--- src/rtl/qif_pkg.sv ---
// Shared types, widths and the saturation helper for the time-multiplexed QIF neuron scheduler.
package qif_pkg;

  localparam int V_W   = 8;
  localparam int SUM_W = 11;
  localparam int REF_W = 4;

  typedef enum logic [1:0] {
    IDLE = 2'd0,
    RUN  = 2'd1,
    DONE = 2'd2
  } state_t;

  localparam logic signed [SUM_W-1:0] V_MAX_S = SUM_W'(2**V_W - 1);

  // Saturate a signed membrane sum into the unsigned voltage range.
  function automatic logic [V_W-1:0] clamp_v(input logic signed [SUM_W-1:0] s);
    if (s < 0) return '0;
    if (s > V_MAX_S) return '1;
    return s[V_W-1:0];
  endfunction

endpackage

--- src/rtl/qif_core.sv ---
// Combinational QIF update for one neuron: V + V*V>>SQ_SHIFT + B - LEAK, clamp, threshold, refractory.
module qif_core
  import qif_pkg::*;
#(
  parameter int V_TH     = 200,
  parameter int V_RESET  = 0,
  parameter int LEAK     = 1,
  parameter int SQ_SHIFT = 8,
  parameter int REFRAC   = 2
) (
  input  logic [V_W-1:0]   v,
  input  logic [V_W-1:0]   b,
  input  logic [REF_W-1:0] refrac,
  output logic [V_W-1:0]   v_next,
  output logic [REF_W-1:0] refrac_next,
  output logic             spike
);

  logic [2*V_W-1:0] prod;
  logic [SUM_W-2:0] sq;
  logic [SUM_W-1:0] sum;
  logic [V_W-1:0]   s_clamped;

  assign prod = (2*V_W)'(v) * (2*V_W)'(v);
  assign sq   = (SUM_W-1)'(prod >> SQ_SHIFT);
  // Two's-complement wrap of the unsigned sum gives the signed value; LEAK can push it below zero.
  assign sum  = SUM_W'(v) + SUM_W'(sq) + SUM_W'(b) - SUM_W'(LEAK);
  assign s_clamped = clamp_v(signed'(sum));

  always_comb begin
    // NOTE: every output gets a default first so no path leaves one unassigned (no latch).
    v_next      = V_W'(V_RESET);
    refrac_next = '0;
    spike       = 1'b0;
    if (refrac != '0) begin
      refrac_next = refrac - 1'b1;
    end else if (s_clamped >= V_W'(V_TH)) begin
      spike       = 1'b1;
      refrac_next = REF_W'(REFRAC);
    end else begin
      v_next = s_clamped;
    end
  end

endmodule

--- src/rtl/qif_scheduler.sv ---
// Sweeps N_NEURONS virtual QIF neurons through one shared datapath per tick; spikes leave as IDs on a FIFO stream.
module qif_scheduler
  import qif_pkg::*;
#(
  parameter  int N_NEURONS  = 4,
  parameter  int V_TH       = 200,
  parameter  int V_RESET    = 0,
  parameter  int LEAK       = 1,
  parameter  int SQ_SHIFT   = 8,
  parameter  int REFRAC     = 2,
  parameter  int FIFO_DEPTH = 4,
  localparam int IDW        = $clog2(N_NEURONS)
) (
  input  logic           clk,
  input  logic           rst,
  input  logic           tick,
  input  logic           cfg_we,
  input  logic [IDW-1:0] cfg_addr,
  input  logic [7:0]     cfg_data,
  input  logic [IDW-1:0] mon_addr,
  output logic [7:0]     mon_v,
  output logic           busy,
  output logic           done,
  output logic           overrun,
  output logic           spk_valid,
  input  logic           spk_ready,
  output logic [IDW-1:0] spk_id
);

  localparam int FW = $clog2(FIFO_DEPTH);

  state_t           state;
  logic [IDW-1:0]   idx;
  logic [V_W-1:0]   v_mem [N_NEURONS];
  logic [V_W-1:0]   b_mem [N_NEURONS];
  logic [REF_W-1:0] r_mem [N_NEURONS];

  logic [IDW-1:0]   fifo_mem [FIFO_DEPTH];
  logic [FW-1:0]    wr_ptr, rd_ptr;
  logic [FW:0]      count;

  logic [V_W-1:0]   v_next;
  logic [REF_W-1:0] r_next;
  logic             spike;
  logic             fifo_full, commit, push, pop;

  qif_core #(
    .V_TH(V_TH), .V_RESET(V_RESET), .LEAK(LEAK), .SQ_SHIFT(SQ_SHIFT), .REFRAC(REFRAC)
  ) u_core (
    .v(v_mem[idx]), .b(b_mem[idx]), .refrac(r_mem[idx]),
    .v_next(v_next), .refrac_next(r_next), .spike(spike)
  );

  // Stall uses the count at the start of the cycle; a simultaneous pop does not free the slot.
  assign fifo_full = (count == (FW+1)'(FIFO_DEPTH));
  assign commit    = (state == RUN) && !(spike && fifo_full);
  assign push      = commit && spike;
  assign spk_valid = (count != '0);
  assign pop       = spk_valid && spk_ready;
  assign spk_id    = fifo_mem[rd_ptr];

  always_ff @(posedge clk or negedge rst) begin
    if (!rst) begin
      state   <= IDLE;
      idx     <= '0;
      busy    <= 1'b0;
      done    <= 1'b0;
      overrun <= 1'b0;
    end else begin
      // NOTE: sequential state uses <= so every flop samples pre-edge values, independent of statement order.
      if (tick && busy) overrun <= 1'b1;
      case (state)
        IDLE: if (tick) begin
          state <= RUN;
          idx   <= '0;
          busy  <= 1'b1;
        end
        RUN: if (commit) begin
          if (idx == IDW'(N_NEURONS - 1)) begin
            state <= DONE;
            done  <= 1'b1;
          end else begin
            idx <= idx + 1'b1;
          end
        end
        DONE: begin
          state <= IDLE;
          done  <= 1'b0;
          busy  <= 1'b0;
        end
        default: state <= IDLE;
      endcase
    end
  end

  always_ff @(posedge clk or negedge rst) begin
    if (!rst) begin
      // NOTE: the banks are plain flops, not a RAM macro, so they take the async reset like any other state.
      for (int i = 0; i < N_NEURONS; i++) begin
        v_mem[i] <= V_W'(V_RESET);
        b_mem[i] <= '0;
        r_mem[i] <= '0;
      end
      mon_v <= V_W'(V_RESET);
    end else begin
      if (commit) begin
        v_mem[idx] <= v_next;
        r_mem[idx] <= r_next;
      end
      if (cfg_we) b_mem[cfg_addr] <= cfg_data;
      mon_v <= v_mem[mon_addr];
    end
  end

  always_ff @(posedge clk or negedge rst) begin
    if (!rst) begin
      for (int i = 0; i < FIFO_DEPTH; i++) fifo_mem[i] <= '0;
      wr_ptr <= '0;
      rd_ptr <= '0;
      count  <= '0;
    end else begin
      if (push) begin
        fifo_mem[wr_ptr] <= idx;
        wr_ptr           <= wr_ptr + 1'b1;
      end
      if (pop) rd_ptr <= rd_ptr + 1'b1;
      count <= count + (FW+1)'(push) - (FW+1)'(pop);
    end
  end

endmodule

--- config.mk ---
export PLATFORM = sky130hd
export DESIGN_NAME = qif_scheduler
export DESIGN_NICKNAME = d
export VERILOG_FILES = /design/src/rtl/qif_pkg.sv /design/src/rtl/qif_core.sv /design/src/rtl/qif_scheduler.sv
export SDC_FILE = /design/constraint.sdc
export NUM_CORES = 1
export LEC_CHECK = 0
export ABC_AREA = 1
export CAP_MARGIN = 20
export CELL_PAD_IN_SITES_DETAIL_PLACEMENT = 1
export CELL_PAD_IN_SITES_GLOBAL_PLACEMENT = 1
export CORE_MARGIN = 1.5
export CORE_UTILIZATION = 47
export DETAILED_ROUTE_END_ITERATION = 7
export HOLD_SLACK_MARGIN = 0.12
export PLACE_DENSITY_LB_ADDON = 0.12
export REMOVE_ABC_BUFFERS = 1
export SYNTH_ARGS = -nofsm -noshare
export SYNTH_HDL_FRONTEND = slang
export SYNTH_SLANG_ARGS = --single-unit
--- constraint.sdc ---
create_clock -name clk -period 10.6 [get_ports clk]
set_clock_uncertainty 0.05 [all_clocks]
set_input_delay 2.12 -clock clk [delete_from_list [all_inputs] [get_ports clk]]
set_output_delay 2.12 -clock clk [all_outputs]
set_load 0.05 [all_outputs]
=== After elaboration in Yosys (flattened, before gate mapping) ===
Cells that the tools add are included.
Widths: inputs -> output; s select.

* Register bits after elaboration: 110
* Latch bits: 0
* RAM bits: 0
* ROM bits: 0
* Input bits: 17
* Memories: 0

* Add/subtract/negate cells: 9
* Multiply operators: 1
* Divide/modulo/power cells: 0
* $lt $le $gt $ge: 11
* Equal/unequal tests: 8
* Shift-type cells: 0
* Mux-type cells: 53
* Bitwise operators: 5
* Reduce and logical (&&, ||, !) cells: 19

{| class="wikitable"
|+ Operator list
! operator !! count
|-
| $mux 8 || 14
|-
| $bwmux 32 || 2
|-
| $bmux 8 s2 || 3
|-
| $demux 8 s2 || 2
|-
| $mux 2 || 10
|-
| $bwmux 16 || 1
|-
| $mul 8x8->16 || 1
|-
| $mux 4 || 4
|-
| $ge 3x3->1 const B || 5
|-
| $not 2->3 || 5
|-
| $add 11x8->11 || 1
|-
| $gt 11x9->1 const B || 1
|-
| $lt 11x1->1 const B || 1
|-
| $sub 11x1->11 const B || 1
|-
| $add 8x8->9 || 1
|-
| $lt 3x1->1 const B || 3
|-
| $bmux 4 s2 || 1
|-
| $bwmux 8 || 1
|-
| $demux 4 s2 || 1
|-
| $ge 8x8->1 const B || 1
|-
| $logic_and 1x1->1 || 8
|-
| $mux 1 || 8
|-
| $pmux 2 s2 || 2
|-
| $add 2x1->2 const B || 3
|-
| 19 further kinds || 26
|}

=== Depth between registers and ports, before layout ===
Gate-level depths: netlist of the first run.

* Depth in word-level cells: 22
* Depth in mapped cells: 51
* Gate-level depth less buffers: 49

=== Hierarchy ===
A second synthesis of the first run with hierarchy kept.

* Cells, all modules: 978
* Area, all modules: 7901.3 µm²

{| class="wikitable"
|+ Modules (own cells, without submodules)
! module !! instances !! cells each !! area an instance (µm²)
|-
| qif_scheduler || 1 || 585 || 5242.5
|-
| qif_core || 1 || 393 || 2658.8
|}

=== Least setup slack after synthesis of the first run ===
Ideal clock, no wire load.

* Path kind: register to register
* Start: reg idx[0]
* End: reg count[2]
* Library setup time: 0.129 ns
* Data arrival time: 8.402 ns
* Required time: 10.421 ns
* Setup slack: 2.020 ns
* Stages on the path, launching flop included: 44
* Buffers on the path: 3
* Period minus slack after synthesis: 8.580 ns
* Path through: dfrtp_1 buf_2 buf_2 buf_2 nand2_1 a32oi_1 inv_1 nor2_1 fa_1 fa_1 inv_1 fa_1 fa_1 inv_1 ha_1 a21oi_1 o21ai_0 a21o_1 [... 8 more ...] ha_1 inv_1 ha_1 nand2_1 inv_1 a21oi_1 nand3_1 nand2_1 inv_2 nand3_1 nand3_2 nor2_4 nand4_2 ha_1 inv_1 ha_1 fa_1 xor2_1

* Word-level cells in the longest chain between the ends: 22

{| class="wikitable"
|+ RTL lines
! what !! line !! RTL
|-
| from (decl) || qif_scheduler.sv:33 || <nowiki>logic [IDW-1:0] idx;</nowiki>
|-
| from (signal assigned) || qif_scheduler.sv:83 || <nowiki>idx <= idx + 1'b1;</nowiki>
|-
| $not 2->3 (not written as such) * || qif_scheduler.sv:50 || <nowiki>.v(v_mem[idx]), .b(b_mem[idx]), .refrac(r_mem[idx]),</nowiki>
|-
| $bmux 8 s2 || qif_scheduler.sv:50 ||
|-
| $mux 8 (not written as such) (2 in series) || qif_scheduler.sv:50 ||
|-
| $mul 8x8->16 || qif_core.sv:24 || <nowiki>assign prod = (2*V_W)'(v) * (2*V_W)'(v);</nowiki>
|-
| $add 8x8->9 || qif_core.sv:27 || <nowiki>assign sum = SUM_W'(v) + SUM_W'(sq) + SUM_W'(b) - SUM_W'(LEAK);</nowiki>
|-
| $add 11x8->11 || qif_core.sv:27 ||
|-
| $sub 11x1->11 || qif_core.sv:27 ||
|-
| $gt 11x9->1 || qif_pkg.sv:19 || <nowiki>if (s > V_MAX_S) return '1;</nowiki>
|-
| [... 5 more ...] || n/a ||
|-
| $mux 1 || qif_core.sv:37 || <nowiki>end else if (s_clamped >= V_W'(V_TH)) begin</nowiki>
|-
| $mux 1 * || qif_core.sv:35 || <nowiki>if (refrac != '0) begin</nowiki>
|-
| $logic_and 1x1->1 || qif_scheduler.sv:56 || <nowiki>assign commit = (state == RUN) && !(spike && fifo_full);</nowiki>
|-
| $logic_not 1->1 || qif_scheduler.sv:56 ||
|-
| $logic_and 1x1->1 || qif_scheduler.sv:56 ||
|-
| $logic_and 1x1->1 * || qif_scheduler.sv:57 || <nowiki>assign push = commit && spike;</nowiki>
|-
| $add 3x1->3 * || qif_scheduler.sv:127 || <nowiki>count <= count + (FW+1)'(push) - (FW+1)'(pop);</nowiki>
|-
| $sub 3x1->3 * || qif_scheduler.sv:127 ||
|-
| to (signal assigned) || qif_scheduler.sv:127 ||
|-
| to (decl) || qif_scheduler.sv:40 || <nowiki>logic [FW:0] count;</nowiki>
|}

Every way passes the cells marked *; elsewhere a longest branch is shown, timed or not. The select of a mux whose other input is x is not followed.
A chain may end at the register's enable or synchronous reset.

=== Worst setup path in the final report of the first run ===
* Start: reg idx[1]
* End: reg count[2]

The elaborated chain is that of the path after synthesis.

==> impl_summary.txt, run 1 <==
----------------------------------------------------
[Status]
  Status ... finished, final reports clean

[Synthesis]
  Fraction of the mapped netlist area in compound gates ... 13.55%
  Multiplexer share of the synthesized area ... 0%
  Cells taking the most area after synthesis ... sky130_fd_sc_hd__dfrtp_1, sky130_fd_sc_hd__nand2_1, sky130_fd_sc_hd__ha_1, sky130_fd_sc_hd__fa_1, sky130_fd_sc_hd__inv_1
  Seq/Total Area, Yosys ... 35.84%
  Library cells used by synthesis ... 38
  Largest area contributor in the synthesized netlist ... sky130_fd_sc_hd__dfrtp_1
  Total number of yosys warnings ... 0
  Area share of xor/xnor cells in the synthesized design ... 2.737%
  Seq cells post-synth ... 110
  Dominant combinational cell family by area after synthesis ... simple AND/OR/NAND/NOR gates
  Average footprint of a synthesized cell ... 7.968 sq um
  Cells after synthesis ... 964
  Share of synthesized cell area in full adder, half adder and majority cells ... 17.36%
  Syn Std Cell Area ... 7681 sq um
  Simple-gate share of the synthesized area ... 21.71%
  Post-synth top area share ... 35.84%

[Setup path]
  Data arrival at the endpoint of the critical path ... 10.06 ns
  Required time of the critical path ... 10.79 ns
  Kind of start point of the critical path ... flip-flop
  Endpoint kind of the worst setup timing path ... flip-flop
  Highest cell delay on the worst timing path ... 0.59 ns
  Critical path type ... flip-flop to flip-flop
  Top fanout value on the critical path ... 38
  Slowest CP cell ... sky130_fd_sc_hd__inv_2
  Number of buffers and inverters on the critical path ... 8
  Launch point of the critical path ... idx[1]
  Dominant delay contributor by cell family on the critical path ... adder cells
  Worst R2R Start ... idx[1]

[Floorplan]
  Number of top-level pins ... 31
  Initial Util ... 48.18%
  Die width ... 130.8 microns
  Die Area ... 17120 sq um
  Height of the die ... 130.8 microns
  Core Area ... 15940 sq um
  FP Rows ... 46

[Global routing]
  Pin count of the biggest net entering global routing ... 58
  Global-route wire length before repair ... 32.51 mm
  Initial antenna violation count ... 0
  Remaining Overflow, GRT ... 0
  Tot GR Track Use ... 24.38%
  Vias in the first global route ... 6593

[Route]
  First-iteration detailed-routing DRC count ... 210
  Routed via count divided by cell count ... 5.251
  Remaining DRCs ... 0
  Routed WL per cell ... 15.84 microns
  First-pass iteration count of the detailed router ... 4
  Residual antenna-violating net count after detailed routing ... 0
  Final wirelength ... 19.04 mm
  Count of vias placed by the detailed router ... 6312

[Placement]
  Buffers added on ports ... 30
  RePlAce Congestion ... 0.8118
  Post-detailed-placement half-perimeter wirelength ... 13.97 mm

[Clocking]
  Clock transition at the registers of the reported paths ... 0.08 ns
  H-tree depth reported by CTS ... 3
  Clk sinks ... 110
  Post-CTS sizing ... 0
  Max Root-Sink Buffers ... 2
  Root Driver ... sky130_fd_sc_hd__clkbuf_16
  Post-CTS Setup Inserts ... 0
  Worst skew pair latency ... 0.37 ns
  Number of hold buffers added after cts ... 0
  CTS tree ... done
  Clock buffer count from CTS ... 9

[STA]
  Final-report hold violation count ... 0
  Actual transition at the worst max-transition pin ... 0.7330 ns
  Post-route setup TNS ... 0 ns
  Final setup vio count ... 0
  Unrepaired setup endpoints after global routing ... false
  Fmax achieved ... 101.3 MHz
  Final Critical Period ... 9.869 ns
  Tightest slew margin relative to the limit ... 51.13%
  Final count of pins violating max slew ... 0
  Final worst-path cycle share ... 93.11%

[Worst hold path]
  Hold Path Class ... flip-flop to flip-flop
  Hold Startpoint ... fifo_mem[5]

[Finish]
  Layout cell share with drive strength beyond 1 ... 4.868%
  Area growth from synthesis to final layout ... 9.334%
  Nets ... 1089
  Antenna Cells ... 0

[Run]
  Max-cap violation count ... 0

----------------------------------------------------
==> per-layer routing <==
layer	up-vias	part of all wire, %	track usage [%]	wire length (microns)
met5	-	0	0	0
met1	3093	46	31.45	8813
met3	11	2.7	3.624	513
met4	0	0.94	5.236	179
li1	3146	-	-	-
met2	62	50	43.47	9533
==> cells in the final DEF, fill, tap and decap left out, drive strengths merged, types with 2 or more instances in the layout <==
master / synthesis / final
o22ai: 11 / 11
a32o: 10 / 10
clkdlybuf4s50: 0 / 29
nand2: 269 / 269
o21bai: 3 / 3
clkinv: 0 / 4
clkbuf: 11 / 9
o21ai: 114 / 114
inv: 132 / 134
buf: 18 / 6
nor2: 74 / 74
a21o: 2 / 2
nand4: 12 / 12
a32oi: 6 / 6
xnor2: 7 / 7
a21oi: 34 / 34
fa: 26 / 26
dfrtp: 110 / 110
nand3: 37 / 37
xor2: 17 / 17
ha: 65 / 65
==> worst min-delay path, cell delays in order, from the launching register on <==
cell and delay, ns:
sky130_fd_sc_hd__dfrtp_1 0.35, sky130_fd_sc_hd__nand2_1 0.05, sky130_fd_sc_hd__nand2_1 0.05
==> sequential cells by signal, indices dropped and copies added, names as in the netlist <==
signal	flops
wr_ptr	2
mon_v	8
done	1
state	2
b_mem	32
overrun	1
v_mem	32
r_mem	16
idx	2
fifo_mem	8
busy	1
rd_ptr	2
count	3
==> metrics by stage <==
step                      util [%]  cell area [sq um]  setup slack [ns]  cells  hold WS (ns)
final                        52.68               8398            0.7308   1202        0.4274
after global routing         52.68               8398           0.07167   1202        0.4563
after CTS                    52.68               8398            0.7261   1202        0.4270
after detailed placement     50.85               8107            0.7955   1186        0.4074
after global placement       50.85               8107             1.087   1186        0.4092
after floorplan                  -               7501             1.296    935        0.3866
==> path summary, 6_finish.rpt <==
| kind | end | slack, ns | cells past startpoint |
|---|---|---|---|
| min in group asynchronous | rd_ptr[1] | 1.75 | 1 |
| worst max register to register | count[2] | 0.73 | 41 |
| worst max-delay path | count[2] | 0.73 | 41 |
| worst min-delay path | fifo_mem[5] | 0.43 | 2 |
| max in group asynchronous | b_mem[15] | 7.57 | 2 |
| worst min register to register | fifo_mem[5] | 0.43 | 2 |
==> logic make-up after synthesis <==
logic type	Yosys count
flip-flops	110
buffers and inverters	161
adder cells (fa/ha/maj)	91
XOR/XNOR	24
AO/OA/AOI/OAI	183
AND/OR/NAND/NOR	395
==> final cells by class <==
| type | count | area, sq um |
|---|---|---|
| Fill cell | 1993 | 7545 |
| Multi-Input combinational cell | 693 | 4253 |
| Sequential cell | 110 | 2753 |
| Inverter | 132 | 495.5 |
| Timing Repair Buffer | 35 | 335.3 |
| Tap cell | 216 | 270.3 |
| Clock buffer | 9 | 225.2 |
| Clock inverter | 7 | 66.31 |
==> cell usage after synthesis (all sizes together) <==
library cell and n:
o211ai 1, a221oi 1, o21ai 114, nor3 1
or2 1, clkbuf 11, xor2 17, dfrtp 110
xnor2 7, inv 132, nand3 37, a32o 10
fa 26, a21o 2, buf 18, nand2 269
nand3b 1, nand4 12, a21oi 34, o22ai 11
ha 65, a31oi 1, nor2 74, a32oi 6
o21bai 3
Power of run 1 is not shown: default switching activity piles up to over one toggle a cycle in this logic, so the estimate is an artifact.
==> inputs of run 2 (changes only) <==
--- a/config.mk
+++ b/config.mk
@@ -5,12 +5,11 @@
 export SDC_FILE = /design/constraint.sdc
 export NUM_CORES = 1
 export LEC_CHECK = 0
-export ABC_AREA = 1
 export CAP_MARGIN = 20
 export CELL_PAD_IN_SITES_DETAIL_PLACEMENT = 1
 export CELL_PAD_IN_SITES_GLOBAL_PLACEMENT = 1
 export CORE_MARGIN = 1.5
-export CORE_UTILIZATION = 47
+export CORE_UTILIZATION = 49
 export DETAILED_ROUTE_END_ITERATION = 7
 export HOLD_SLACK_MARGIN = 0.12
 export PLACE_DENSITY_LB_ADDON = 0.12
==> run 2 against run 1 <==
  * Critical path depth grew 1
  * Setup slack better by 0.12 ns
  * Design area decreased by 2.3%
  * Maximum frequency up 1.2%
  * Critical path type unchanged
==> impl_summary.txt, run 2 <==
----------------------------------------------------
[Placement]
  Buffers added on ports ... 30
  Dpl cells ... 828
  RePlAce Congestion ... 0.8117
  Place WS ... 0.9603 ns
  Post-detailed-placement half-perimeter wirelength ... 12.15 mm

[Finish]
  Number of standard cells in the final layout excluding fillers ... 843
  Antenna Cells ... 0
  Layout cell share with drive strength beyond 1 ... 17.00%
  Highest-count cells in the layout ignoring fill and taps ... sky130_fd_sc_hd__dfrtp_1, sky130_fd_sc_hd__inv_1, sky130_fd_sc_hd__ha_1
  Area growth from synthesis to final layout ... 10.81%
  Leading cell type in the layout, fill and taps excluded ... sky130_fd_sc_hd__dfrtp_1
  Largest registers ranked by flip-flop count ... b_mem: 32 flops, v_mem: 32 flops, r_mem: 16 flops
  Nets ... 763

[Setup path]
  Flop2flop setup slack ... 0.85 ns
  R2R cell count ... 42
  Dominant delay contributor by cell family on the critical path ... adder cells
  Kind of start point of the critical path ... flip-flop
  Slowest CP cell ... sky130_fd_sc_hd__dfrtp_1
  Highest cell delay on the worst timing path ... 0.64 ns
  Top fanout value on the critical path ... 10
  Data arrival at the endpoint of the critical path ... 9.98 ns
  Critical path type ... flip-flop to flip-flop
  Number of buffers and inverters on the critical path ... 8
  Worst R2R Start ... idx[1]
  Required time of the critical path ... 10.83 ns
  Capture instance of the worst register-to-register path ... count[2]
  Endpoint kind of the worst setup timing path ... flip-flop

[Clocking]
  Number of hold buffers added after cts ... 0
  Max Root-Sink Buffers ... 2
  Worst skew pair latency ... 0.36 ns
  H-tree depth reported by CTS ... 3
  Post-CTS sizing ... 0
  Clock transition at the registers of the reported paths ... 0.07 ns
  CTS tree ... done
  Clk sinks ... 110
  Post-CTS Setup Inserts ... 0
  Root Driver ... sky130_fd_sc_hd__clkbuf_16
  Clock buffer count from CTS ... 9

[Synthesis]
  Seq/Total Area, Yosys ... 37.16%
  Largest area contributor in the synthesized netlist ... sky130_fd_sc_hd__dfrtp_1
  Count of flip-flops with a built-in enable after synthesis ... 0
  Seq cells post-synth ... 110
  Post-synth top area share ... 37.16%
  Synth cell count leaders ... sky130_fd_sc_hd__dfrtp_1, sky130_fd_sc_hd__inv_1, sky130_fd_sc_hd__ha_1
  Dominant cell by count in the synthesized netlist ... sky130_fd_sc_hd__dfrtp_1
  Average footprint of a synthesized cell ... 11.91 sq um
  Async SR Flop Fraction ... 100.0%
  Cells after synthesis ... 622
  Most used flip-flop cell after synthesis ... sky130_fd_sc_hd__dfrtp_1
  Cells taking the most area after synthesis ... sky130_fd_sc_hd__dfrtp_1, sky130_fd_sc_hd__ha_1, sky130_fd_sc_hd__mux4_2, sky130_fd_sc_hd__mux2_2, sky130_fd_sc_hd__fa_1
  Total number of yosys warnings ... 0
  Library cells used by synthesis ... 56
  Syn Std Cell Area ... 7407 sq um

[STA]
  Tightest slew margin relative to the limit ... 35.21%
  Final setup slack of the worst path ... 0.8497 ns
  Fmax achieved ... 102.6 MHz
  Hold Worst Slack ... 0.4157 ns
  Unrepaired setup endpoints after global routing ... false
  Final worst-path cycle share ... 91.98%
  Actual transition at the worst max-transition pin ... 0.9708 ns
  Final-report hold violation count ... 0
  Final count of pins violating max slew ... 0
  Final Critical Period ... 9.750 ns
  Post-route setup TNS ... 0 ns
  Final setup vio count ... 0

[Power]
  Post-route total power ... 2461 uW
  Reported leakage power ... 0.003961 uW
  Worst VDD drop ... 0.0001575 V
  Power per cell area ... 299.8 nW/um^2

[Global routing]
  Vias in the first global route ... 5465
  Pin count of the biggest net entering global routing ... 70
  Remaining Overflow, GRT ... 0
  Global-route wire length before repair ... 27.46 mm
  Initial antenna violation count ... 0
  Tot GR Track Use ... 22.19%

[Route]
  Routed via count divided by cell count ... 5.598
  Residual antenna-violating net count after detailed routing ... 0
  First-pass iteration count of the detailed router ... 6
  First-iteration detailed-routing DRC count ... 200
  Routed WL per cell ... 18.79 microns
  Remaining DRCs ... 0
  Count of vias placed by the detailed router ... 4719
  Final wirelength ... 15.84 mm

[Worst hold path]
  Worst hold stages ... 1
  Hold Path Class ... flip-flop to flip-flop
  Hold Startpoint ... overrun
  Endpoint with the worst hold slack ... overrun

[Run]
  Max-cap violation count ... 0

[Floorplan]
  Height of the die ... 126.0 microns
  FP Rows ... 44
  Initial Util ... 50.58%
  Die width ... 126.0 microns
  Number of top-level pins ... 31
  Core Area ... 14640 sq um
  Die Area ... 15860 sq um

[Status]
  Status ... finished, final reports clean

----------------------------------------------------
run 2: cell types whose count changed in the layout (fill, tap and decap cells not counted), sizes merged, moves of 12 or more:
cell / previous run / this run
and2: 0 / 19
o21ai: 114 / 12
a21oi: 34 / 17
mux4: 0 / 29
inv: 134 / 88
mux2: 0 / 89
xnor2: 7 / 19
nor2: 74 / 25
nand3: 37 / 5
nand2: 269 / 25
run 2: how the worst max path moves through the flow:
stage,cells after the start,startpoint,end,slack (ns)
after floorplan,35,idx[0],count[2],1.31
after global placement,37,idx[1],count[2],1.15
after detailed placement,42,idx[1],count[2],0.96
after CTS,42,idx[1],count[2],0.88
after global routing,42,idx[1],count[2],0.03
final,42,idx[1],count[2],0.85
run 2: where the power goes:
part / switching [uW] / total (uW) / leakage (uW) / internal, uW
Sequential: 98.1 / 659 / 0.00140 / 561
Clock: 157 / 341 / 0.000144 / 184
Combinational: 839 / 1460 / 0.00242 / 622
Total: 1090 / 2460 / 0.00396 / 1370
run 2: per-layer routing:
metal	track usage, %	vias to the layer above	part of all wire (%)
li1	-	2200	-
met1	27.42	2446	44
met2	39.63	50	51
met3	4.248	23	2.7
met4	6.626	0	2.2
met5	0	-	0
run 2: logic make-up (layout without fill, tap and decap cells):
| group | after synthesis | count (layout) | synth area share (%) |
|---|---|---|---|
| mux | 120 | 120 | 22.62 |
| flops | 110 | 110 | 37.16 |
| simple gates | 110 | 110 | 7.753 |
| buf+inv | 102 | 139 | 5.490 |
| fa+ha+maj | 91 | 91 | 18.01 |
| compound gates | 60 | 60 | 5.541 |
| xor+xnor | 29 | 29 | 3.429 |
run 2: stage by stage:
stage | util [%] | area [sq um]
finish | 56.05 | 8208
floorplan | - | 7323
global route | 56.05 | 8208
detailed placement | 54.02 | 7911
global placement | 54.02 | 7911
CTS | 56.05 | 8208
run 2: area by class of cell:
class / count / area, sq um
Inverter: 86 / 322.8
Clock buffer: 9 / 225.2
Timing Repair Buffer: 38 / 357.8
Sequential cell: 110 / 2753
Fill cell: 1523 / 6436
Clock inverter: 6 / 71.32
Multi-Input combinational cell: 410 / 4248
Tap cell: 184 / 230.2
(Power assumes the default switching activity.)
